[src/rtl/cmp_sort_pkg.sv]
// Shared definitions for the compare-and-sort sequencer.
//   WIDTH_DEF / DEPTH_DEF : default value width and buffer depth
//   SWAP_MAX              : saturation value of the swap counter
//   state_t               : controller states (IDLE, SORT, DONE)
package cmp_sort_pkg;
  localparam int WIDTH_DEF = 5;
  localparam int DEPTH_DEF = 8;
  localparam int SWAP_MAX  = 255;

  typedef enum logic [1:0] {
    IDLE = 2'd0,
    SORT = 2'd1,
    DONE = 2'd2
  } state_t;
endpackage

[src/rtl/mag_cmp.sv]
// Unsigned magnitude comparator, purely combinational.
// Ports:
//   a, b : operands (WIDTH bits)
//   eq   : a == b
//   gt   : a >  b
//   lt   : a <  b
// Exactly one of eq/gt/lt is high for any operand pair.
module mag_cmp #(
  parameter int WIDTH = 5
) (
  input  logic [WIDTH-1:0] a,
  input  logic [WIDTH-1:0] b,
  output logic             eq,
  output logic             gt,
  output logic             lt
);
  assign eq = (a == b);
  assign gt = (a > b);
  assign lt = (a < b);
endmodule

[src/rtl/cmp_sort_ctrl.sv]
// In-place bubble sort of a small value buffer using one shared comparator,
// one compare per clock, with early exit when a pass makes no swaps.
// Ports:
//   clk, rst     : clock (rising edge), asynchronous active-high reset
//   load_valid   : load_data is valid
//   load_data    : value appended at mem[count]
//   load_ready   : buffer accepts a value (IDLE and not full)
//   start        : begin sorting the loaded entries (IDLE only)
//   busy         : high while in SORT
//   done         : one-cycle pulse when the sort completes
//   rd_addr      : read index
//   rd_data      : mem[rd_addr], combinational, any state
//   count        : number of loaded entries
//   swap_count   : swaps made by the last sort, saturating
//   fsm_state    : current controller state, for observation
// Handshake: a value transfers on a rising edge where load_valid and
// load_ready are both high; load_data must be stable while load_valid is high.
module cmp_sort_ctrl
  import cmp_sort_pkg::*;
#(
  parameter int WIDTH   = WIDTH_DEF,
  parameter int DEPTH   = DEPTH_DEF,
  parameter bit DESCEND = 1'b0,
  localparam int AW     = $clog2(DEPTH),
  localparam int CW     = $clog2(DEPTH + 1)
) (
  input  logic             clk,
  input  logic             rst,
  input  logic             load_valid,
  input  logic [WIDTH-1:0] load_data,
  output logic             load_ready,
  input  logic             start,
  output logic             busy,
  output logic             done,
  input  logic [AW-1:0]    rd_addr,
  output logic [WIDTH-1:0] rd_data,
  output logic [CW-1:0]    count,
  output logic [7:0]       swap_count,
  output state_t           fsm_state
);
  state_t           state;
  logic [WIDTH-1:0] mem [DEPTH];
  logic [AW-1:0]    idx;
  logic [AW-1:0]    limit;
  logic             pass_swapped;

  logic [AW-1:0]    idx_next;
  logic [WIDTH-1:0] left;
  logic [WIDTH-1:0] right;
  logic             cmp_eq, cmp_gt, cmp_lt;
  logic             out_of_order;
  logic             end_of_pass;
  logic             load_fire;

  assign idx_next = idx + AW'(1);
  assign left     = mem[idx];
  assign right    = mem[idx_next];

  mag_cmp #(.WIDTH(WIDTH)) u_cmp (
    .a  (left),
    .b  (right),
    .eq (cmp_eq),
    .gt (cmp_gt),
    .lt (cmp_lt)
  );

  // Equal neighbours never swap, which keeps the sort stable.
  assign out_of_order = !cmp_eq && (DESCEND ? cmp_lt : cmp_gt);
  assign end_of_pass  = (idx == limit - AW'(1));

  // Status outputs decode straight from the state register, so they change
  // only on clock edges.
  assign busy       = (state == SORT);
  assign done       = (state == DONE);
  assign load_ready = (state == IDLE) && (count < CW'(DEPTH));
  assign load_fire  = load_valid && load_ready;
  assign rd_data    = mem[rd_addr];
  assign fsm_state  = state;

  always_ff @(posedge clk or posedge rst) begin
    if (rst) begin
      state        <= IDLE;
      count        <= '0;
      swap_count   <= '0;
      idx          <= '0;
      limit        <= '0;
      pass_swapped <= 1'b0;
      for (int i = 0; i < DEPTH; i++) mem[i] <= '0;
    end else begin
      case (state)
        IDLE: begin
          // A load in the same cycle as start takes priority.
          if (load_fire) begin
            mem[count[AW-1:0]] <= load_data;
            count              <= count + CW'(1);
          end else if (start) begin
            swap_count   <= '0;
            idx          <= '0;
            limit        <= AW'(count - CW'(1));
            pass_swapped <= 1'b0;
            state        <= (count < CW'(2)) ? DONE : SORT;
          end
        end

        SORT: begin
          if (out_of_order) begin
            mem[idx]      <= right;
            mem[idx_next] <= left;
            pass_swapped  <= 1'b1;
            if (swap_count != 8'(SWAP_MAX)) swap_count <= swap_count + 8'd1;
          end
          if (!end_of_pass) begin
            idx <= idx_next;
          end else if (!(pass_swapped || out_of_order) || limit == AW'(1)) begin
            state <= DONE;
          end else begin
            limit        <= limit - AW'(1);
            idx          <= '0;
            pass_swapped <= 1'b0;
          end
        end

        DONE: begin
          // Sorted data and swap_count stay readable after returning to IDLE.
          state <= IDLE;
          count <= '0;
        end

        default: state <= IDLE;
      endcase
    end
  end
endmodule
[config.mk]
export PLATFORM = sky130hd
export DESIGN_NAME = cmp_sort_ctrl
export DESIGN_NICKNAME = d
export VERILOG_FILES = /design/src/rtl/cmp_sort_pkg.sv /design/src/rtl/mag_cmp.sv /design/src/rtl/cmp_sort_ctrl.sv
export SDC_FILE = /design/constraint.sdc
export NUM_CORES = 1
export LEC_CHECK = 0
export CORE_MARGIN = 2
export CORE_UTILIZATION = 45
export DETAILED_ROUTE_END_ITERATION = 10
export PLACE_DENSITY_LB_ADDON = 0.25
export SLEW_MARGIN = 10
export SYNTH_ARGS = -nofsm -noshare
export SYNTH_HDL_FRONTEND = slang
export SYNTH_HIERARCHICAL = 1
export SYNTH_SLANG_ARGS = --single-unit
[constraint.sdc]
create_clock -name clk -period 6.69 [get_ports clk]
set_input_delay 1.338 -clock clk [delete_from_list [all_inputs] [get_ports clk]]
set_output_delay 1.338 -clock clk [all_outputs]
set_load 0.05 [all_outputs]
==> results.sh <==
export IMPL_finClkSkew_ps=7.80
export IMPL_grt_max_degree=62
export IMPL_clk_pin_slew_ps=50
export IMPL_synthCells=600
export IMPL_drtAntennaViolNets=0
export IMPL_clk_latency_ps=340
export IMPL_critPathMaxFanout=10
export IMPL_min_path_cells=1
export IMPL_syn_area_per_cell_um2=8.60
export IMPL_finalSetupTns_ps=0
export IMPL_hold_class="register to register"
export IMPL_diodes=0
export IMPL_final_nets=635
export IMPL_synthesis_area_mm2=0.00516
export IMPL_die_width_um=111
export IMPL_end_kind="primary output"
export IMPL_io_pin_count=34
export IMPL_num_vias=5197
export IMPL_numCtsBuffers=9
export IMPL_route_detailed_drc=0
export IMPL_track_usage_pct=28.7
export IMPL_ff2ff_path_depth=15
export IMPL_fillers=1077
export IMPL_start_util_pct=45.6
export IMPL_r2r_setup_slack_ps=1750
export IMPL_maxSlewViolCount=0
export IMPL_crit_arrival_ps=3880
export IMPL_avgViaCountPerCell=6.84
export IMPL_synth_net_count=623
export IMPL_row_count=39
export IMPL_synth_main_ff_cell="dfrtp_1"
export IMPL_post_route_period_util_pct=78.0
export IMPL_async_flop_share_pct=100
export IMPL_clock_fmax_mhz=192
export IMPL_hold_buffers=0
export IMPL_final_core_util_pct=51.5
export IMPL_first_iter_violations=551
export IMPL_cp_required_ps=5350
export IMPL_htree_num_levels=3
export IMPL_max_slew_margin_pct=34.5
export IMPL_cts_sinks=61
export IMPL_fin_crit_ps=5220
export IMPL_criticalPathCategory="input port to primary output"
export IMPL_hold_viol_final=0
export IMPL_setup_viol=0
export IMPL_drive_gt1_share_pct=11.2
export IMPL_antenna_found_initial=0
export IMPL_postRouteWirelength_um=17400
export IMPL_gr_total_overflow=0
export IMPL_cts_tree="done"
export IMPL_clockBufferDepth=2
export IMPL_synth_edff_count=0
export IMPL_synth_seq_cells=61
export IMPL_yosys_warnings=6
export IMPL_grt_first_pass_wirelength_um=28000
export IMPL_rsz0062_at_grt="false"
export IMPL_dieArea_mm2=0.0123
export IMPL_synth_cell_types=69
export IMPL_gp_congestion=0.976
export IMPL_outcome="completed"
export IMPL_dr_pass1_iters=5
export IMPL_routedWlPerCell_um=22.8
export IMPL_grt_pass1_vias=5088
export IMPL_cap_violations=0
export IMPL_worst_slew_pin_slew_ps=982
export IMPL_worstSetupStartpointType="input port"
export IMPL_root_buffer="clkbuf_16"
export IMPL_syn_to_final_growth_pct=13.1
export IMPL_place_detailed_hpwl_um=12100
export IMPL_portBuffers=33
export IMPL_core_mm2=0.0113
export IMPL_ys_seq_area_share_pct=29.6
export IMPL_post_cts_buffers=0
export IMPL_ctsResizeCount=0
export IMPL_die_y_um=111
[path summary, 6_finish.rpt]
path,startpoint,endpoint
worst max-delay path,rd_addr[0],rd_data[3]
worst min-delay path,limit[2],limit[2]
worst max register to register,idx[1],mem[0]
worst min register to register,limit[2],limit[2]
max in group asynchronous,rst,mem[31]
min in group asynchronous,rst,mem[24]
[synthesized netlist by cell type (3+ instances only)]
master | instances | area share, %
a21o_1 | 3 | 0.44
a21oi_1 | 21 | 2.0
a221oi_1 | 12 | 2.0
a22oi_1 | 5 | 0.73
a31oi_1 | 16 | 1.9
and2_1 | 5 | 0.61
and3_1 | 3 | 0.36
and3b_1 | 3 | 0.51
and4_1 | 3 | 0.51
buf_1 | 5 | 0.36
buf_2 | 8 | 0.78
buf_6 | 3 | 0.65
clkbuf_1 | 22 | 1.6
dfrtp_1 | 61 | 30
ha_1 | 11 | 2.7
inv_1 | 23 | 1.7
mux2_2 | 9 | 2.0
mux2i_1 | 15 | 2.9
mux4_2 | 18 | 7.9
nand2_1 | 63 | 4.6
nand2b_1 | 15 | 1.8
nand3_1 | 22 | 2.1
nand3b_1 | 5 | 0.73
nand4_1 | 5 | 0.61
nand4b_1 | 4 | 0.68
nor2_1 | 73 | 5.3
nor2b_1 | 11 | 1.3
nor3_1 | 13 | 1.3
nor3b_1 | 3 | 0.44
o211ai_1 | 5 | 0.73
o21a_1 | 5 | 0.73
o21ai_0 | 36 | 3.5
o221ai_1 | 11 | 1.9
o22a_1 | 15 | 2.5
o22ai_1 | 6 | 0.73
o32a_1 | 13 | 2.5
or3_1 | 8 | 0.97
xnor2_1 | 3 | 0.51
[sequential cells by signal, summed over array words and instances, names as in the netlist]
name          cells
swap_count        8
count             4
mem              40
fsm_state         2
pass_swapped      1
idx               3
limit             3
[metal layers]
metal	wire [um]	up-vias	track usage (%)
li1	-	2298	-
met1	7240	2540	40.3
met2	7880	304	43.6
met3	1730	55	6.23
met4	515	0	10.6
met5	0	-	0
[final cells by class]
cell class	instances	area, um2	area share, %
Clock buffer	12	246	4.22
Clock inverter	4	47.5	0.815
Inverter	23	86.3	1.48
Multi-Input combinational cell	476	3360	57.6
Sequential cell	61	1530	26.2
Tap cell	143	179	3.07
Timing Repair Buffer	41	390	6.69
[layout by cell type, fill, tap and decap left out, types with 16 or more instances in the layout]
| master | count |
|---|---|
| inv_1 | 22 |
| o21ai_0 | 36 |
| nand2_1 | 63 |
| nor2_1 | 73 |
| a21oi_1 | 20 |
| a31oi_1 | 16 |
| dfrtp_1 | 61 |
| nand3_1 | 22 |
| clkdlybuf4s50_1 | 33 |
| mux4_2 | 18 |
[kinds of logic after synthesis]
logic type | after synthesis | share of synthesized area [%]
AOI/OAI and AO/OA | 166 | 23.4
xor gates and xnor gates | 6 | 1.46
adders and majority gates | 11 | 2.67
buffers and inverters | 63 | 5.36
DFF | 61 | 29.6
muxes | 45 | 13.6
and+or+nand+nor | 248 | 24.0
[critical path, stage by stage]
cell	delay [ps]
clkdlybuf4s50_1	960
mux4_2	590
mux2_2	280
clkdlybuf4s50_1	700
[per-stage QoR]
step	setup WS, ps	instance area, um2	hold slack (ps)	cells
3_3_place_gp	1510	5540	514	744
2_1_floorplan	2550	5160	479	600
5_1_grt	1360	5830	562	760
6_report	1470	5830	534	760
4_1_cts	1430	5830	532	760
3_5_place_dp	1440	5540	524	744
Power is left out: the tool's default activity adds up to more than one toggle a clock period on the data nets, which glitch-free logic cannot reach.
